## src/rtl/lsu_pkg.sv

```systemverilog
// Shared definitions for the load/store controller.
//   - Access size encodings carried on req_size_i
//   - FSM state enumeration used by lsu_mem_ctrl
//   - isMisaligned(): decides if a request must be rejected instead of
//     touching memory (halves need an even address, words a 4-byte aligned
//     address, size 2'b11 is never legal)
package lsu_pkg;

   localparam logic [1:0] SZ_BYTE = 2'b00;
   localparam logic [1:0] SZ_HALF = 2'b01;
   localparam logic [1:0] SZ_WORD = 2'b10;

   typedef enum logic [2:0] {
      IDLE,
      LOAD,
      RMW_RD,
      WRITE,
      RESP
   } lsu_state_e;

   function automatic logic isMisaligned(input logic [1:0] size,
                                         input logic [1:0] addrLo);
      logic bad;
      bad = 1'b1;
      case (size)
         SZ_BYTE: bad = 1'b0;
         SZ_HALF: bad = addrLo[0];
         SZ_WORD: bad = (addrLo != 2'b00);
         default: bad = 1'b1;
      endcase
      return bad;
   endfunction

endpackage

```

## src/rtl/lsu_mem_ctrl_lane_unit.sv

```systemverilog
// Combinational byte-lane unit, shared by the load path and the sub-word
// store read-modify-write path. Lanes are little-endian within the word.
// Ports:
//   size_i        access size (byte/half/word)
//   addr_lo_i     byte offset inside the word (addr[1:0])
//   unsigned_i    zero-extend loads when 1, sign-extend when 0
//   mem_word_i    word read from memory
//   store_data_i  right-aligned store data
//   load_data_o   selected lane, extended to 32 bits
//   merge_word_o  mem_word_i with the addressed lane replaced by store data
module lsu_lane_unit
   import lsu_pkg::*;
(
   input  logic [1:0]  size_i,
   input  logic [1:0]  addr_lo_i,
   input  logic        unsigned_i,
   input  logic [31:0] mem_word_i,
   input  logic [31:0] store_data_i,
   output logic [31:0] load_data_o,
   output logic [31:0] merge_word_o
);

   logic [7:0]  byteSel;
   logic [15:0] halfSel;
   logic        signBit;

   // Pick the addressed byte and halfword out of the memory word.
   always_comb begin
      byteSel = mem_word_i[7:0];
      case (addr_lo_i)
         2'd0:    byteSel = mem_word_i[7:0];
         2'd1:    byteSel = mem_word_i[15:8];
         2'd2:    byteSel = mem_word_i[23:16];
         default: byteSel = mem_word_i[31:24];
      endcase
      halfSel = addr_lo_i[1] ? mem_word_i[31:16] : mem_word_i[15:0];
   end

   // Extend the selected lane; the fill bit is the lane's MSB for signed
   // loads and zero for unsigned ones.
   always_comb begin
      load_data_o = mem_word_i;
      signBit     = 1'b0;
      case (size_i)
         SZ_BYTE: begin
            signBit     = byteSel[7] & ~unsigned_i;
            load_data_o = {{24{signBit}}, byteSel};
         end
         SZ_HALF: begin
            signBit     = halfSel[15] & ~unsigned_i;
            load_data_o = {{16{signBit}}, halfSel};
         end
         default: load_data_o = mem_word_i;
      endcase
   end

   // Build the write-back word for sub-word stores: keep every lane of the
   // old word except the one being stored.
   always_comb begin
      merge_word_o = mem_word_i;
      case (size_i)
         SZ_BYTE: begin
            case (addr_lo_i)
               2'd0:    merge_word_o[7:0]   = store_data_i[7:0];
               2'd1:    merge_word_o[15:8]  = store_data_i[7:0];
               2'd2:    merge_word_o[23:16] = store_data_i[7:0];
               default: merge_word_o[31:24] = store_data_i[7:0];
            endcase
         end
         SZ_HALF: begin
            if (addr_lo_i[1]) merge_word_o[31:16] = store_data_i[15:0];
            else              merge_word_o[15:0]  = store_data_i[15:0];
         end
         default: merge_word_o = store_data_i;
      endcase
   end

endmodule

```

## src/rtl/lsu_mem_ctrl.sv

```systemverilog
// Load/store controller driving a 32-bit word-wide data memory that has no
// byte enables. One request is in flight at a time.
// Ports:
//   clk_i, rst_i          clock (rising edge), synchronous active-high reset
//   req_valid_i/ready_o   request handshake; accepted when both are 1
//   req_we_i              1 = store, 0 = load
//   req_size_i            00 byte, 01 half, 10 word, 11 illegal
//   req_unsigned_i        zero-extend loads when 1
//   req_addr_i            byte address
//   req_wdata_i           right-aligned store data
//   rsp_valid_o           one-cycle completion pulse
//   rsp_rdata_o           extended load data, 0 for stores and rejects
//   rsp_misalign_o        request was rejected as misaligned
//   mem_address_o         word address to memory
//   mem_wdata_o           write word (0 outside a write cycle)
//   mem_memwrite_o        write strobe, memory commits on the rising edge
//   mem_memread_o         read enable
//   mem_rdata_i           combinational read data from memory
module lsu_mem_ctrl
   import lsu_pkg::*;
#(
   parameter int ADDR_W = 6
)(
   input  logic              clk_i,
   input  logic              rst_i,
   input  logic              req_valid_i,
   output logic              req_ready_o,
   input  logic              req_we_i,
   input  logic [1:0]        req_size_i,
   input  logic              req_unsigned_i,
   input  logic [ADDR_W+1:0] req_addr_i,
   input  logic [31:0]       req_wdata_i,
   output logic              rsp_valid_o,
   output logic [31:0]       rsp_rdata_o,
   output logic              rsp_misalign_o,
   output logic [ADDR_W-1:0] mem_address_o,
   output logic [31:0]       mem_wdata_o,
   output logic              mem_memwrite_o,
   output logic              mem_memread_o,
   input  logic [31:0]       mem_rdata_i
);

   lsu_state_e        state_q, state_d;
   logic              we_q;
   logic [1:0]        size_q;
   logic              unsigned_q;
   logic [ADDR_W+1:0] addr_q;
   logic [31:0]       wdata_q;
   logic [31:0]       rdata_q;
   logic [31:0]       merge_q;
   logic              misalign_q;

   logic              accept;
   logic              reqMisaligned;
   logic [31:0]       laneLoad;
   logic [31:0]       laneMerge;

   assign accept        = req_valid_i && (state_q == IDLE);
   assign reqMisaligned = isMisaligned(req_size_i, req_addr_i[1:0]);

   // One lane unit serves both loads and the read half of a
   // read-modify-write, always working on the latched request.
   lsu_lane_unit u_lane (
      .size_i       (size_q),
      .addr_lo_i    (addr_q[1:0]),
      .unsigned_i   (unsigned_q),
      .mem_word_i   (mem_rdata_i),
      .store_data_i (wdata_q),
      .load_data_o  (laneLoad),
      .merge_word_o (laneMerge)
   );

   // State register; reset drops any in-flight request without a response.
   always_ff @(posedge clk_i) begin
      if (rst_i) state_q <= IDLE;
      else       state_q <= state_d;
   end

   // Next-state logic. Rejected requests go straight to RESP, word stores
   // skip the read, sub-word stores read the old word first.
   always_comb begin
      state_d = state_q;
      case (state_q)
         IDLE: begin
            if (accept) begin
               if (reqMisaligned)            state_d = RESP;
               else if (!req_we_i)           state_d = LOAD;
               else if (req_size_i == SZ_WORD) state_d = WRITE;
               else                          state_d = RMW_RD;
            end
         end
         LOAD:    state_d = RESP;
         RMW_RD:  state_d = WRITE;
         WRITE:   state_d = RESP;
         RESP:    state_d = IDLE;
         default: state_d = IDLE;
      endcase
   end

   // Request latch plus the two data registers fed by the lane unit.
   // rdata_q is cleared at acceptance so stores and rejects report zero.
   always_ff @(posedge clk_i) begin
      if (rst_i) begin
         we_q       <= 1'b0;
         size_q     <= SZ_BYTE;
         unsigned_q <= 1'b0;
         addr_q     <= '0;
         wdata_q    <= '0;
         rdata_q    <= '0;
         merge_q    <= '0;
         misalign_q <= 1'b0;
      end else begin
         if (accept) begin
            we_q       <= req_we_i;
            size_q     <= req_size_i;
            unsigned_q <= req_unsigned_i;
            addr_q     <= req_addr_i;
            wdata_q    <= req_wdata_i;
            misalign_q <= reqMisaligned;
            rdata_q    <= '0;
         end
         if (state_q == LOAD)   rdata_q <= laneLoad;
         if (state_q == RMW_RD) merge_q <= laneMerge;
      end
   end

   // Output decode. The write strobe is gated by reset so a reset landing
   // on a WRITE cycle can never corrupt memory.
   always_comb begin
      req_ready_o    = (state_q == IDLE);
      rsp_valid_o    = (state_q == RESP);
      rsp_misalign_o = (state_q == RESP) && misalign_q;
      rsp_rdata_o    = rdata_q;
      mem_address_o  = addr_q[ADDR_W+1:2];
      mem_memread_o  = (state_q == LOAD) || (state_q == RMW_RD);
      mem_memwrite_o = (state_q == WRITE) && !rst_i;
      mem_wdata_o    = '0;
      if (state_q == WRITE) begin
         mem_wdata_o = (we_q && size_q == SZ_WORD) ? wdata_q : merge_q;
      end
   end

endmodule

```

## config.mk

```make
export PLATFORM = sky130hd
export DESIGN_NAME = lsu_mem_ctrl
export DESIGN_NICKNAME = d
export VERILOG_FILES = /design/src/rtl/lsu_pkg.sv /design/src/rtl/lsu_mem_ctrl_lane_unit.sv /design/src/rtl/lsu_mem_ctrl.sv
export SDC_FILE = /design/constraint.sdc
export NUM_CORES = 1
export LEC_CHECK = 0
export ABC_AREA = 0
export CAP_MARGIN = 20
export CELL_PAD_IN_SITES_DETAIL_PLACEMENT = 0
export CELL_PAD_IN_SITES_GLOBAL_PLACEMENT = 1
export CORE_MARGIN = 2
export CORE_UTILIZATION = 39
export CTS_BUF_LIST = sky130_fd_sc_hd__clkbuf_2
export DETAILED_ROUTE_END_ITERATION = 7
export GPL_TIMING_DRIVEN = 0
export PLACE_DENSITY_LB_ADDON = 0.12
export SLEW_MARGIN = 20
export SYNTH_ARGS = -nofsm -noshare
export SYNTH_HDL_FRONTEND = slang
export SYNTH_SLANG_ARGS = --single-unit
```

## constraint.sdc

```tcl
create_clock -name clk_i -period 2.5 [get_ports clk_i]
set_input_delay 0.625 -clock clk_i [delete_from_list [all_inputs] [get_ports clk_i]]
set_output_delay 0.625 -clock clk_i [all_outputs]
set_load 0.03 [all_outputs]
```

**Yosys cells after proc, flatten, opt, wreduce, memory -nomap -nowiden**

Index checks and enable logic that the tools add are counted.

- Logic and storage cells: 57
- Bits in registers: 112

- Bitwise operators: 3
- Equality and inequality tests: 11
- Reductions and logical operators: 14
- Muxes and demuxes: 20

Operator list:

| cell | count |
|---|---|
| $mux 32 | 4 |
| $pmux 32 s2 | 2 |
| $mux 16 | 3 |
| $mux 8 | 4 |
| $pmux 8 s3 | 1 |
| $pmux 3 s3 | 1 |
| $eq 2x1->1 const B | 3 |
| $eq 2x2->1 const B | 3 |
| $eq 3x2->1 const B | 2 |
| $logic_not 2->1 | 3 |
| $mux 3 | 2 |
| $logic_and 1x1->1 | 4 |
| $reduce_bool 2->1 | 2 |
| $eq 3x1->1 const B | 1 |
| $eq 3x3->1 const B | 1 |
| $logic_not 3->1 | 1 |
| $pmux 1 s3 | 1 |
| $reduce_or 3->1 | 1 |
| $and 1x1->1 | 2 |
| $mux 2 | 1 |
| $ne 2x1->1 const B | 1 |
| $reduce_or 2->1 | 1 |
| $logic_not 1->1 | 1 |
| $logic_or 1x1->1 | 1 |
| other kinds (2) | 2 |

**Longest topological paths before layout**

Gate-level depths: netlist (run 1).

- Depth in word-level cells: 6
- Depth in mapped cells: 7

**By module**

A second synthesis (run 1) with hierarchy kept.

- Cells, all modules: 803
- Area total of the unflattened synthesis: 6341.1 um2

By module, submodules not included:

| module | times used | cells each | area an instance (um2) |
|---|---|---|---|
| lsu_mem_ctrl | 1 | 552 | 4413.0 |
| lsu_lane_unit | 1 | 251 | 1928.1 |

**Worst setup path after synthesis (run 1)**

No wires, ideal clock.

- Path kind: register to output
- From: reg state_q[2]
- To: out rsp_misalign_o
- Cell stages (with the launch flop): 4
- Data required time: 1.875 ns
- Slack: 0.197 ns
- Arrival: 1.678 ns
- Path buffers: 1
- Cell sequence: dfxtp_1 -> buf_2 -> nor3b_1 -> and2_1

- Word-level cells in the longest chain between the ends: 2

RTL lines:

| item | RTL line | source |
|---|---|---|
| start, declared | lsu_mem_ctrl.sv:43 | `lsu_state_e state_q, state_d;` |
| start signal, assigned | lsu_mem_ctrl.sv:76 | `else state_q <= state_d;` |
| $eq 3x3->1 | - |  |
| via rsp_valid_o | lsu_mem_ctrl.sv:33 | `output logic rsp_valid_o,` |
| $logic_and 1x1->1 | lsu_mem_ctrl.sv:132 | `rsp_misalign_o = (state_q == RESP) && misalign_q;` |
| end, declared | lsu_mem_ctrl.sv:35 | `output logic rsp_misalign_o,` |

The timed path passes the listed nets, and every way through them passes these cells.

**Final worst setup path (run 1)**

- From: reg size_q[0]
- To: out mem_wdata_o[19]

- Word-level cells in the longest chain between the ends: 4

RTL lines:

| item | RTL line | source |
|---|---|---|
| start, declared | lsu_mem_ctrl.sv:45 | `logic [1:0] size_q;` |
| start signal, assigned | lsu_mem_ctrl.sv:115 | `size_q <= req_size_i;` |
| $eq 2x2->1 | lsu_mem_ctrl.sv:139 | `mem_wdata_o = (we_q && size_q == SZ_WORD) ? wdata_q : merge_q;` |
| $logic_and 1x1->1 | lsu_mem_ctrl.sv:139 |  |
| $mux 32 | lsu_mem_ctrl.sv:139 |  |
| $mux 32 | lsu_mem_ctrl.sv:138 | `if (state_q == WRITE) begin` |
| end, declared | lsu_mem_ctrl.sv:37 | `output logic [31:0] mem_wdata_o,` |

No other way between the ends.

==> impl_results.md, run 1 <==
* Slew Limit Fails at 0
* Largest net degree at the start of global routing at 20
* Flop pwr share at between 50 and 60%
* TritonCTS clock tree: built
* I/O Pins at between 150 and 200
* Maxcap violations at 0
* HP Class: input port to flop
* Synth cell types at 43
* Post-Syn Area at 0.00565 mm^2
* Post-DP HPWL at between 15 and 20 mm
* Synth Instances at 731
* Non-Filler Instances at 1,090
* CP Max Fanout at 8
* Core Util, Final at between 50% and 60%
* Final min period at 2.64 ns
* Asr flop ratio synth at 0%
* Switch Pwr at ~1.3 mW
* Setup Skew at between 0.03 and 0.04 ns
* Final setup margin at -0.139 ns
* Hold_buf cts at 0
* Synth Net Count at 810
* Total power at between 3 and 4 mW
* Design Area, Final at 0.00832 mm^2
* Most frequent cells after synthesis: 192 x nand2_1, 112 x dfxtp_1, 87 x a21oi_1
* Post-synthesis sequential area ratio at 39.7%
* Layout cells sized above 1 at 24.4%
* Port Buffer Count at 153
* Area after DPL at ~0.0074 mm^2
* Setup-failing EPs final at 31
* Clk_lat worst skew at around 0.67 ns
* Clock power share at around a fifth
* Peak supply drop at 0.000338 V
* Total grt overflow at 0
* Period utilization at 106%
* Slew @ Worst Pin at approximately 0.67 ns
* Max-Slew Margin vs Limit at 54.4%
* Nets at 984
* Initial Util at 40.4%
* Status: finished with violations
* Hold WS at 0.436 ns
* Via-to-Cell Ratio at about 5.6
* Placed Instances at 1,064
* Synthesized area per cell at around 7.7 um^2
* Arr. time, crit path at 2.01 ns
* Leakage at 2.99 nW
* Hold Fails Final Rpt at 0
* Clock buffer depth at 2
* CTS buffer count at 9
* Fillers at 1,306
* Most instantiated library cell after synthesis: nand2_1
* Number of remaining DRC errors at 0
* N_diodes at 0
* Share of the synthesized area in the top cell type at about 40%
* Sink Count at 112
* Critical Path RT at 1.88 ns
* Routability Congestion at ~0.9
* DIE HEIGHT at approximately 120 um
* Ys flop type: dfxtp_1
* Vias at ~6k
* Hold Path Depth at 3
* Layout area overhead at 47.3%
* First-pass GRT wire length at 33.4 mm
* Routed WL at 21.9 mm
* Total internal power at 2.47 mW
* CP Capture Type: primary output
* Initial antenna violation count at 0
* Root buffer cell: clkbuf_2
* Register bit count reported by yosys at 112
* Violated checks: setup timing
* Warnings, synthesis at 0
* Dominant cell type by area after synthesis: dfxtp_1
* Gate power share at a little over a quarter
* Clock-pin slew on the worst setup and hold paths at 0.31 ns
* Achievable Freq at 379 MHz
* Antenna viol nets, final at 0
* Crit path kind: flop to primary output
* Vias in the first global route at approximately 5.8k
* Cell row count at 43
* Ranking of synthesized cells by area: dfxtp_1 40%, nand2_1 13%, a21oi_1 7.7%
* CORE AREA at 0.0140 mm^2
* Dpl ws at -0.915 ns
* Die width at 124 um
* Reg2reg path depth at 6
* Initial drt markers at between 400 and 500
* H-Tree Depth at 3
* Die area at 0.0155 mm^2
* Drt pass-1 iters at 5
* Overall routing resource usage at 27.6%
* Average routed wire per standard cell at about 20 um
* Setup TNS at -3.17 ns
* Sw frac at between 30% and 40%
* Startpoint Class: flop
* RSZ-0062 raised after global routing: yes
* Post-synth EDFFs at 0
* Power per cell area at ~460 mW/mm^2
cells by family after synthesis:
kind of cell | count (synthesis) | synth area share [%]
AOI/OAI and AO/OA | 204 | 24.2
buffers and inverters | 73 | 6.00
xor gates and xnor gates | 1 | 0.155
muxes | 42 | 8.24
DFF | 112 | 39.7
and+or+nand+nor | 299 | 21.7
worst max-delay path, stage by stage (launching register included):
cell and delay (ns):
dfxtp_2 0.39, inv_2 0.07, and3_4 0.33, buf_8 0.18, nand2_2 0.07, a21oi_2 0.17, buf_6 0.15
worst paths after layout:
kind | start | to | slack [ns]
worst max-delay path | size_q[0]$_SDFFE_PP0P_ | mem_wdata_o[19] | -0.14
worst min-delay path | req_addr_i[2] | addr_q[2]$_SDFFE_PP0P_ | 0.44
worst max register to register | size_q[1]$_SDFFE_PP0P_ | merge_q[14]$_SDFFE_PP0P_ | 0.41
worst min register to register | misalign_q$_SDFFE_PP0P_ | misalign_q$_SDFFE_PP0P_ | 0.47
state kept, by name (all words and copies together), names as in the netlist:
signal       flops
rsp_rdata_o     32
state_q          3
addr_q           8
we_q             1
misalign_q       1
unsigned_q       1
merge_q         32
wdata_q         32
size_q           2
routing by layer:
metal | GRT usage (%) | vias up | share of wire [%]
met1 | 37.3 | 2896 | 45
li1 | - | 2919 | -
met4 | 8.59 | 0 | 2.8
met3 | 5.46 | 39 | 6.0
met2 | 44.5 | 234 | 46
met5 | 0 | - | 0
placed cells by master (no fill, tap or decap), types with 22 or more instances in the layout:
cell type and count:
buf_6 37, dfxtp_1 106, nand2_1 137, clkdlybuf4s50_1 113, o2bb2ai_1 31, mux2_2 22
clkbuf_1 28, nand2_2 35, a21oi_1 55, nor2_1 73
layout make-up:
type / instances / area, um^2 / area share (%)
Multi-Input combinational cell: 546 / 3540 / 42.6
Sequential cell: 112 / 2260 / 27.1
Timing Repair Buffer: 166 / 1710 / 20.6
Buffer: 66 / 472 / 5.67
Tap cell: 180 / 225 / 2.71
Clock buffer: 9 / 45.0 / 0.542
Clock inverter: 7 / 45.0 / 0.542
Inverter: 4 / 15.0 / 0.181
timing repair:
item | 4_1_cts | 5_1_grt
endpoints found under the setup margin | 37 | 38
pin swaps | 49 | 33
gates cloned | 5 | 1
setup buffers | 6 | 1
endpoints found under the hold margin | 0 | 0
gates resized for setup | 361 | 68
power by group through the flow:
stage / Clock, mW / Combinational [mW] / Sequential (mW)
global placement: 0 / 0.924 / 2.04
finish: 0.764 / 1.00 / 2.03
detailed placement: 0 / 0.931 / 2.04
global route: 0.850 / 1.08 / 2.05
floorplan: 0 / 0.530 / 2.02
CTS: 0.776 / 0.972 / 2.02
(Power assumes the default switching activity.)
==> run 2: changes to the inputs <==
CORE_UTILIZATION = 38   (was 39)
CTS_BUF_LIST = default   (was sky130_fd_sc_hd__clkbuf_2)
==> impl_results.md, run 2 (synthesis gave the netlist of run 1 again) <==
* Status: finished, final reports clean
* CP Capture Type: primary output
* Slew Limit Fails at 0 (unchanged)
* Total internal power at 3.09 mW (+25%)
* Clock buffer depth at 2 (unchanged)
* Placed Instances at 1,068 (+0.38%)
* Cell row count at 44 (+2.3%)
* Hold_buf cts at 0 (unchanged)
* Layout area overhead at 37.0%
* Vias at 6,010 (-1.3%)
* Average routed wire per standard cell at 19.8 um (-1.3%)
* Setup Skew at 0.00813 ns (-0.0232 ns)
* Initial antenna violation count at 0 (unchanged)
* Port Buffer Count at 153 (unchanged)
* Maxcap violations at 0 (unchanged)
* RSZ-0062 raised after global routing: no
* Non-Filler Instances at 1,084 (-0.55%)
* Core Util, Final at 53.2% (-6.2 points)
* Drt pass-1 iters at 5 (unchanged)
* First-pass GRT wire length at 32.6 mm (-2.4%)
* Hold Path Sink: misalign_q$_SDFFE_PP0P_
* Power per cell area at 577 mW/mm^2 (+26%)
* Worst R2R Start: size_q[1]$_SDFFE_PP0P_
* Leakage at 2.74 nW (-8.1%)
* Reg2reg path depth at 5 (-1)
* Peak supply drop at 0.000314 V (-7.0%)
* Crit path top cell by count: buf_4
* I/O Pins at 154 (unchanged)
* Crit path kind: flop to primary output
* Startpoint Class: flop
* Commonest cells after routing, fill and taps aside: 192 x nand2_1, 118 x clkdlybuf4s50_1, 111 x dfxtp_1
* Flop pwr share at 45.0% (-8.6 points)
* Post-DP HPWL at 16.2 mm (+1.2%)
* Routability Congestion at 0.938 (+2.0%)
* Period utilization at 97.6% (-8.0 points)
* Die width at 126 um (+1.3%)
* N_diodes at 0 (unchanged)
* Clk_lat worst skew at 0.36 ns (-0.31 ns)
* Hold Path Depth at 2 (-1)
* Total power at 4.47 mW (+18%)
* Antenna viol nets, final at 0 (unchanged)
* CP Cell Sequence: buf_2, nand3b_1, buf_4, buf_4, buf_6, a21oi_2, buf_4
* Arr. time, crit path at 1.81 ns (-0.20 ns)
* Clock power share at 33.7% (+14 points)
* Hold Fails Final Rpt at 0 (unchanged)
* Clock-pin slew on the worst setup and hold paths at 0.08 ns (-0.23 ns)
* Critical Path RT at 1.88 ns (about the same)
* Final min period at 2.44 ns (-0.200 ns)
* TritonCTS clock tree: built
* Total grt overflow at 0 (unchanged)
* Min-delay src: misalign_q$_SDFFE_PP0P_
* Longest individual stage delay on the worst path at 0.30 ns (-0.09 ns)
* Initial Util at 38.9% (-1.5 points)
* Root buffer cell: clkbuf_16
* Commonest non-fill, non-tap cell in the layout: nand2_1
* Overall routing resource usage at 26.5% (-1.1 points)
* Crit Reg-Reg Endpoint: merge_q[12]$_SDFFE_PP0P_
* Largest net degree at the start of global routing at 20 (unchanged)
* Die area at 0.0159 mm^2 (+2.5%)
* Slew @ Worst Pin at 0.682 ns (+0.0154 ns)
* CP Max Fanout at 10 (+2)
* Via-to-Cell Ratio at 5.54 (-0.73%)
* Slowest-stage cell, CP: dfxtp_1
* Vias in the first global route at 5,685 (-2.8%)
* HP Class: flop to flop
* Achievable Freq at 410 MHz (+8.2%)
* Gate power share at 21.3% (-5.0 points)
* Max-Slew Margin vs Limit at 54.5% (+0.13 points)
* Switch Pwr at 1.38 mW (+3.3%)
* CTS buffer count at 9 (unchanged)
* Sink Count at 112 (unchanged)
* Setup crit start: state_q[2]$_SDFFE_PP0P_
* Setup TNS at 0 ns (+3.17 ns)
* H-Tree Depth at 3 (unchanged)
* DIE HEIGHT at 126 um (+1.3%)
* Layout cells sized above 1 at 14.1% (-10 points)
* Setup-failing EPs final at 0 (-100%)
* Routed WL at 21.4 mm (-1.9%)
* Nets at 974 (-1.0%)
* Number of remaining DRC errors at 0 (unchanged)
* CORE AREA at 0.0145 mm^2 (+3.9%)
* Flop-to-flop setup slack at 0.53 ns (+0.12 ns)
* Initial drt markers at 436 (-0.91%)
* Sw frac at 30.8% (-4.2 points)
[run 2: cell count changes in the layout (fill, tap and decap cells not counted), moves of 19 or more]
cell     delta
buf_2      +19
nand2_4    -20
nand2_1    +55
a21oi_1    +22
nand2_2    -35
buf_6      -28
[run 2: worst max-delay path, delay by kind of cell (launching register included)]
family / cells / cell delay, ns
buf+inv: 5 / 0.82
flops: 1 / 0.30
simple gates: 1 / 0.17
compound gates: 1 / 0.15
[run 2: what timing repair did]
item | 4_1_cts | 5_1_grt
pin swaps | 1 | 1
setup buffers | 2 | 0
endpoints found under the setup margin | 34 | 34
gates resized for setup | 197 | 37
[run 2: worst max-delay path by stage]
stage                      end  slack [ns]
6_report       mem_wdata_o[16]        0.06
3_5_place_dp    mem_memwrite_o       -0.92
5_1_grt        mem_wdata_o[22]       0.002
2_1_floorplan   rsp_misalign_o        0.20
3_3_place_gp    mem_memwrite_o       -0.92
4_1_cts        mem_wdata_o[12]      0.0004
[run 2: layout make-up]
| type | instances | area, um^2 |
|---|---|---|
| multi-input combinational | 546 | 3130 |
| inverter | 4 | 15.0 |
| fill | 1448 | 6800 |
| timing repair buffer | 155 | 1440 |
| clock buffer | 10 | 229 |
| buffer | 67 | 375 |
| tap | 184 | 230 |
| clock inverter | 6 | 75.1 |
| sequential | 112 | 2240 |
[run 2: per-stage QoR]
step           area (um^2)  worst slack, ns  hold WS, ns
4_1_cts               7670         0.000383        0.458
6_report              7740           0.0603        0.453
5_1_grt               7740          0.00246        0.485
3_5_place_dp          7410           -0.918        0.444
3_3_place_gp          7410           -0.925        0.438
2_1_floorplan         5650            0.197        0.432
[run 2: layer usage]
layer / up-vias / wire, um / global-route usage [%]
met1: 2827 / 9940 / 37.2
met3: 42 / 1340 / 3.27
li1: 2900 / - / -
met4: 0 / 647 / 9.57
met2: 241 / 9530 / 42.1
met5: - / 0 / 0
[run 2: power by group through the flow]
stage | Combinational (mW) | Sequential (mW) | Clock [mW]
after floorplan | 0.530 | 2.02 | 0
after global placement | 0.926 | 2.04 | 0
after detailed placement | 0.935 | 2.04 | 0
after CTS | 0.946 | 2.00 | 1.53
after global routing | 1.04 | 2.02 | 1.60
final | 0.952 | 2.01 | 1.51
==> edit 1, RTL diff (config.mk and constraints of run 1) <==
Make the reset (`rst_i`) asynchronous in 2 clocked blocks. Comments in the files are not updated.
--- a/src/rtl/lsu_mem_ctrl.sv
+++ b/src/rtl/lsu_mem_ctrl.sv
@@ -71,7 +71,7 @@
    );
 
    // State register; reset drops any in-flight request without a response.
-   always_ff @(posedge clk_i) begin
+   always_ff @(posedge clk_i or posedge rst_i) begin
       if (rst_i) state_q <= IDLE;
       else       state_q <= state_d;
    end
@@ -99,7 +99,7 @@
 
    // Request latch plus the two data registers fed by the lane unit.
    // rdata_q is cleared at acceptance so stores and rejects report zero.
-   always_ff @(posedge clk_i) begin
+   always_ff @(posedge clk_i or posedge rst_i) begin
       if (rst_i) begin
          we_q       <= 1'b0;
          size_q     <= SZ_BYTE;
Check against the original RTL: differs if rst_i is asserted again (counterexample within 4 cycles, from zero or initial values and one cycle with rst_i high); with rst_i held inactive, the same outputs for 4 cycles.
==> edit 1 against run 1 <==
The flow still finishes with violations (negative setup slack). Synthesized area increased by 7.3%. Sequential cell count is the same. Cell area up 4.5%. Non-clock buffer count is 3 lower. Setup slack lost 43 ps. Routed wire length fell by 3.1%. Critical endpoint is now mem_wdata_o[7]. First-iteration DRC count is 21% higher.
Power is not compared: it rests on default switching activity, and its combinational part moved more than twofold at a synthesized area within 25%.
==> edit 1: results (changes against run 1) <==
- Status: complete, but fails checks (unchanged)
- Failing checks: negative setup slack (unchanged)
- Reg clk slew, reported paths: 330 ps (was 310 ps)
- Compound-Gate Fraction of Synth Area: 0.178 (was 0.242)
- Post-synthesis mux area share: 0.173 (was 0.0824)
- CP max FO: 10 (was 8)
- GR met1 Demand/Resource: 0.344 (was 0.373)
- First-pass GRT wire length: 32.4 mm (was 33.4 mm)
- Routed length on met3: 1.76 mm (was 1.32 mm)
- Post-Layout Cell Count: 986 (was 1090)
- Share of layout cells above drive strength 1: 0.316 (was 0.244)
- FFs w/ async S/R, synth: 1.00 (was 0)
- Starting DRT DRC Count: 534 (was 440)
- WHS: 451 ps (was 436 ps)
- RR Startpoint: size_q[1]$_DFFE_PP0P_ (was size_q[1]$_SDFFE_PP0P_)
- Post-Syn Nets: 688 (was 810)
- Seq/Total Area, Yosys: 0.463 (was 0.397)
- Area contributors post-synth: dfrtp_1, mux2_2, nand2_1 (was dfxtp_1, nand2_1, a21oi_1)
- Clock Buffer Count: 10 (was 9)
- Rel. slew slack: 0.538 (was 0.544)
- Met2 WL post-DR: 10.1 mm (about the same)
- Most frequent cells after synthesis: nand2_1, dfrtp_1, mux2_2 (was nand2_1, dfxtp_1, a21oi_1)
- Ant diodes: 1 (was 0)
- Fill cells: 1391 (was 1306)
- Met2 Use GR: 0.424 (was 0.445)
- Largest net degree at the start of global routing: 34 (was 20)
- DRT met1 WL: 8.79 mm (was 9.81 mm)
- Placement Setup Slack: -582 ps (was -915 ps)
- Mapped Cells: 609 (was 731)
- Final Setup Violations: 34 (was 31)
- Clock Network Area Fraction: 0.0153 (was 0.0108)
- Slowest stage delay, CP: 500 ps (was 390 ps)
- Initial antenna violation count: 1 (was 0)
- R2R cell count: 7 (was 6)
- Post-Synth XOR/XNOR Area: 0 (was 0.00155)
- Post-Place Cells: 953 (was 1064)
- Area of placed instances: 7890 sq um (was 7400 sq um)
- Non-CTS inverters: 10 (was 4)
- Tot GR Track Use: 0.259 (was 0.276)
- Wirelength, routed: 21.2 mm (was 21.9 mm)
- # nets final: 871 (was 984)
- Register area: 2800 sq um (was 2260 sq um)
- CP arrival: 2060 ps (was 2010 ps)
- Synth unique cells: 48 (was 43)
- Multi-input combinational area share: 0.373 (was 0.426)
- Fraction of area in non-clock buffers: 0.258 (was 0.263)
- Drt first pass iters: 6 (was 5)
- Setup WS post-layout: -182 ps (was -139 ps)
- Start point of the worst hold path: req_wdata_i[14] (was req_addr_i[2])
[edit 1: cell types whose count changed after synthesis, moves of 16 or more]
| cell | run 1 | this run |
|---|---|---|
| nor2_1 | 73 | 8 |
| clkbuf_1 | 42 | 22 |
| dfrtp_1 | 0 | 112 |
| dfxtp_1 | 112 | 0 |
| a211oi_1 | 18 | 1 |
| o2bb2ai_1 | 31 | 0 |
| a21oi_1 | 87 | 40 |
| mux2_2 | 22 | 73 |
| nand2_1 | 192 | 131 |
| o21ai_0 | 17 | 53 |
| a221o_1 | 0 | 16 |
[edit 1: worst min-delay path, delay by kind of cell]
kind,cells,cell delay (ps)
simple gates,1,50
compound gates,1,60
buf+inv,1,400
[edit 1: what timing repair did]
item,in CTS,in global routing
setup endpoints to repair,38,43
resized for setup,319,67
setup buffers,13,2
cloned,2,2
pin swaps,7,7
[edit 1: report_power, final]
part           total (mW)  internal [mW]  switching, mW
Sequential           3.52           2.66          0.861
Clock               0.955          0.332          0.623
Combinational        6.22           2.83           3.39
Total                10.7           5.82           4.87
==> edit 2, RTL diff (config.mk and constraints of run 1) <==
Made on the original files. Change the parameter `ADDR_W` from 6 to 8.
--- a/src/rtl/lsu_mem_ctrl.sv
+++ b/src/rtl/lsu_mem_ctrl.sv
@@ -19,7 +19,7 @@
 module lsu_mem_ctrl
    import lsu_pkg::*;
 #(
-   parameter int ADDR_W = 6
+   parameter int ADDR_W = 8
 )(
    input  logic              clk_i,
    input  logic              rst_i,
Ports: changed (resized mem_address_o and req_addr_i); port bits go from 154 to 158. The function was not compared with the original's and may differ.
==> edit 2 against run 1 <==
The flow still finishes with violations (negative setup slack). Die area increased by 2.8%. Cell area up 5.4%. Critical path depth up 1. Count of clock-buffer cells in the layout up 11. Routed wire length grew 4.9%. Sequential share of layout area fell by 0.90 points. Clock skew rose by 1.2 ps. Sequential cell count up 2. Total power up 18%. Setup slack lost 20 ps. Synthesized cell count rose by 1.5%. Register-to-register slack worse by 50 ps. Via count increased by 5.5%. Synthesized area increased by 2.9%.
==> edit 2: results (changes against run 1) <==
- Status: complete, but fails checks (unchanged)
- Failing checks: negative setup slack (unchanged)
- Post-Place Cells: 1082 (was 1064)
- # nets final: 1019 (was 984)
- Starting DRT DRC Count: 514 (was 440)
- Hold bufs inserted after CTS: 0 (unchanged)
- # port buffers: 156 (was 153)
- Leakage power: 3.30 nW (was 2.99 nW)
- FFs w/ async S/R, synth: 0 (unchanged)
- Max IR drop VDD: 0.000322 V (was 0.000338 V)
- Final Setup Violations: 32 (was 31)
- Hold Path Class: in2reg (unchanged)
- CP arrival: 2030 ps (was 2010 ps)
- CP max FO: 5 (was 8)
- Vias in the first global route: 6356 (was 5847)
- First-pass GRT wire length: 35.4 mm (was 33.4 mm)
- Clk_lat worst skew: 710 ps (was 670 ps)
- Largest net degree at the start of global routing: 17 (was 20)
- Seq/Total Area, Yosys: 0.393 (was 0.397)
- GPL Wtd Cong: 0.908 (was 0.919)
- Tightest Pin Transition: 800 ps (was 667 ps)
- Area contributors post-synth: dfxtp_1, nand2_1, a21oi_1 (unchanged)
- Clock buffer count from CTS: 17 (was 9)
- Via/cell ratio: 5.66 (was 5.59)
- CTS max path bufs: 2 (unchanged)
- Tot GR Track Use: 0.286 (was 0.276)
- Initial antenna violation count: 0 (unchanged)
- Setup WS post-layout: -159 ps (was -139 ps)
- Root Buffer: clkbuf_2 (unchanged)
- Ant diodes: 0 (unchanged)
- Post-Layout Cell Count: 1135 (was 1090)
- Ys flop type: dfxtp_1 (unchanged)
- Area of placed instances: 7610 sq um (was 7400 sq um)
- Reg clk slew, reported paths: 170 ps (was 310 ps)
- H-tree depth: 4 (was 3)
- Mapped Cells: 742 (was 731)
- DPL Wire Length: 16.7 mm (was 16.0 mm)
- Most frequent cells after synthesis: nand2_1, dfxtp_1, a21oi_1 (unchanged)
- Synth unique cells: 42 (was 43)
- EDFF count, synth: 0 (unchanged)
- Share of layout cells above drive strength 1: 0.241 (was 0.244)
- Post-Syn Nets: 823 (was 810)
- Clock skew: 32.5 ps (was 31.3 ps)
- Syn. warnings: 0 (unchanged)
- Drt wl/cell: 20.2 um (was 20.1 um)
- Drt first pass iters: 6 (was 5)
- Reg2Reg Setup Slack: 360 ps (was 410 ps)
==> edit 2: changes by cell type after synthesis, sizes merged, moves of 6 or more <==
cell,run 1,this run
nand2,192,200
nand2b,6,14
a32oi,0,8
a32o,0,7
nor2,73,56
mux2i,18,24
a221o,0,17
a222oi,8,0
o22ai,2,8
o2bb2ai,31,8
o21ai,19,11
==> edit 2: layout make-up <==
| class | count | area [sq um] |
|---|---|---|
| Clock inverter | 12 | 164 |
| Sequential cell | 114 | 2300 |
| Timing Repair Buffer | 181 | 1880 |
| Fill cell | 1357 | 5770 |
| Inverter | 3 | 11.3 |
| Tap cell | 184 | 230 |
| Buffer | 69 | 494 |
| Multi-Input combinational cell | 552 | 3580 |
| Clock buffer | 20 | 100 |
==> edit 2: worst paths after layout <==
kind                                            endpoint  depth (start not counted)                     from
worst max-delay path                      mem_wdata_o[1]                          7   size_q[0]$_SDFFE_PP0P_
worst min-delay path             merge_q[0]$_SDFFE_PP0P_                          2                    rst_i
worst max register to register  merge_q[25]$_SDFFE_PP0P_                          8  state_q[0]$_SDFFE_PP0P_
worst min register to register    addr_q[9]$_SDFFE_PP0P_                          2   addr_q[9]$_SDFFE_PP0P_
==> edit 2: kinds of logic (layout without fill, tap and decap cells) <==
group	count (synthesis)	after routing	synth area share
simple gates	298	298	0.213
compound gates	205	205	0.246
flops	114	114	0.393
buf+inv	76	285	0.0586
mux	49	49	0.0898
==> edit 2: worst max-delay path: stages (launching register included) <==
cell and delay [ps]:
dfxtp_4 390, clkbuf_16 150, nor2_4 140, buf_12 150
clkbuf_16 150, nand2_2 50, a21oi_2 160, buf_6 150
==> edit 2: timing repair <==
item	4_1_cts	5_1_grt
gates cloned	5	0
gates resized for setup	357	64
endpoints found under the setup margin	38	44
setup buffers	15	5
endpoints found under the hold margin	0	0
pin swaps	20	19
==> edit 2: per-layer routing <==
metal | share of wire | global-route usage | vias up
met2 | 0.47 | 0.464 | 235
met3 | 0.061 | 0.0565 | 41
li1 | - | - | 3017
met1 | 0.44 | 0.380 | 3129
met5 | 0 | 0 | -
met4 | 0.026 | 0.101 | 0
==> edit 2: metrics by stage <==
stage | worst slack [ps] | setup TNS (ps) | total power, mW | hold WS (ps) | util
final | -159 | -3970 | 4.49 | 190 | 0.603
after global routing | -254 | -6880 | 4.68 | 139 | 0.603
after CTS | -157 | -4400 | 4.46 | 143 | 0.587
after detailed placement | -879 | -34360 | 3.03 | 449 | 0.523
after global placement | -880 | -31310 | 3.02 | 442 | 0.523
after floorplan | 51.7 | 0 | 2.60 | 432 | -
==> edit 2: power breakdown <==
group / switching (mW) / internal, mW / leakage [nW]
clock network: 0.746 / 0.655 / 0.153
logic: 0.596 / 0.444 / 2.22
registers: 0.121 / 1.93 / 0.933
total: 1.46 / 3.03 / 3.30
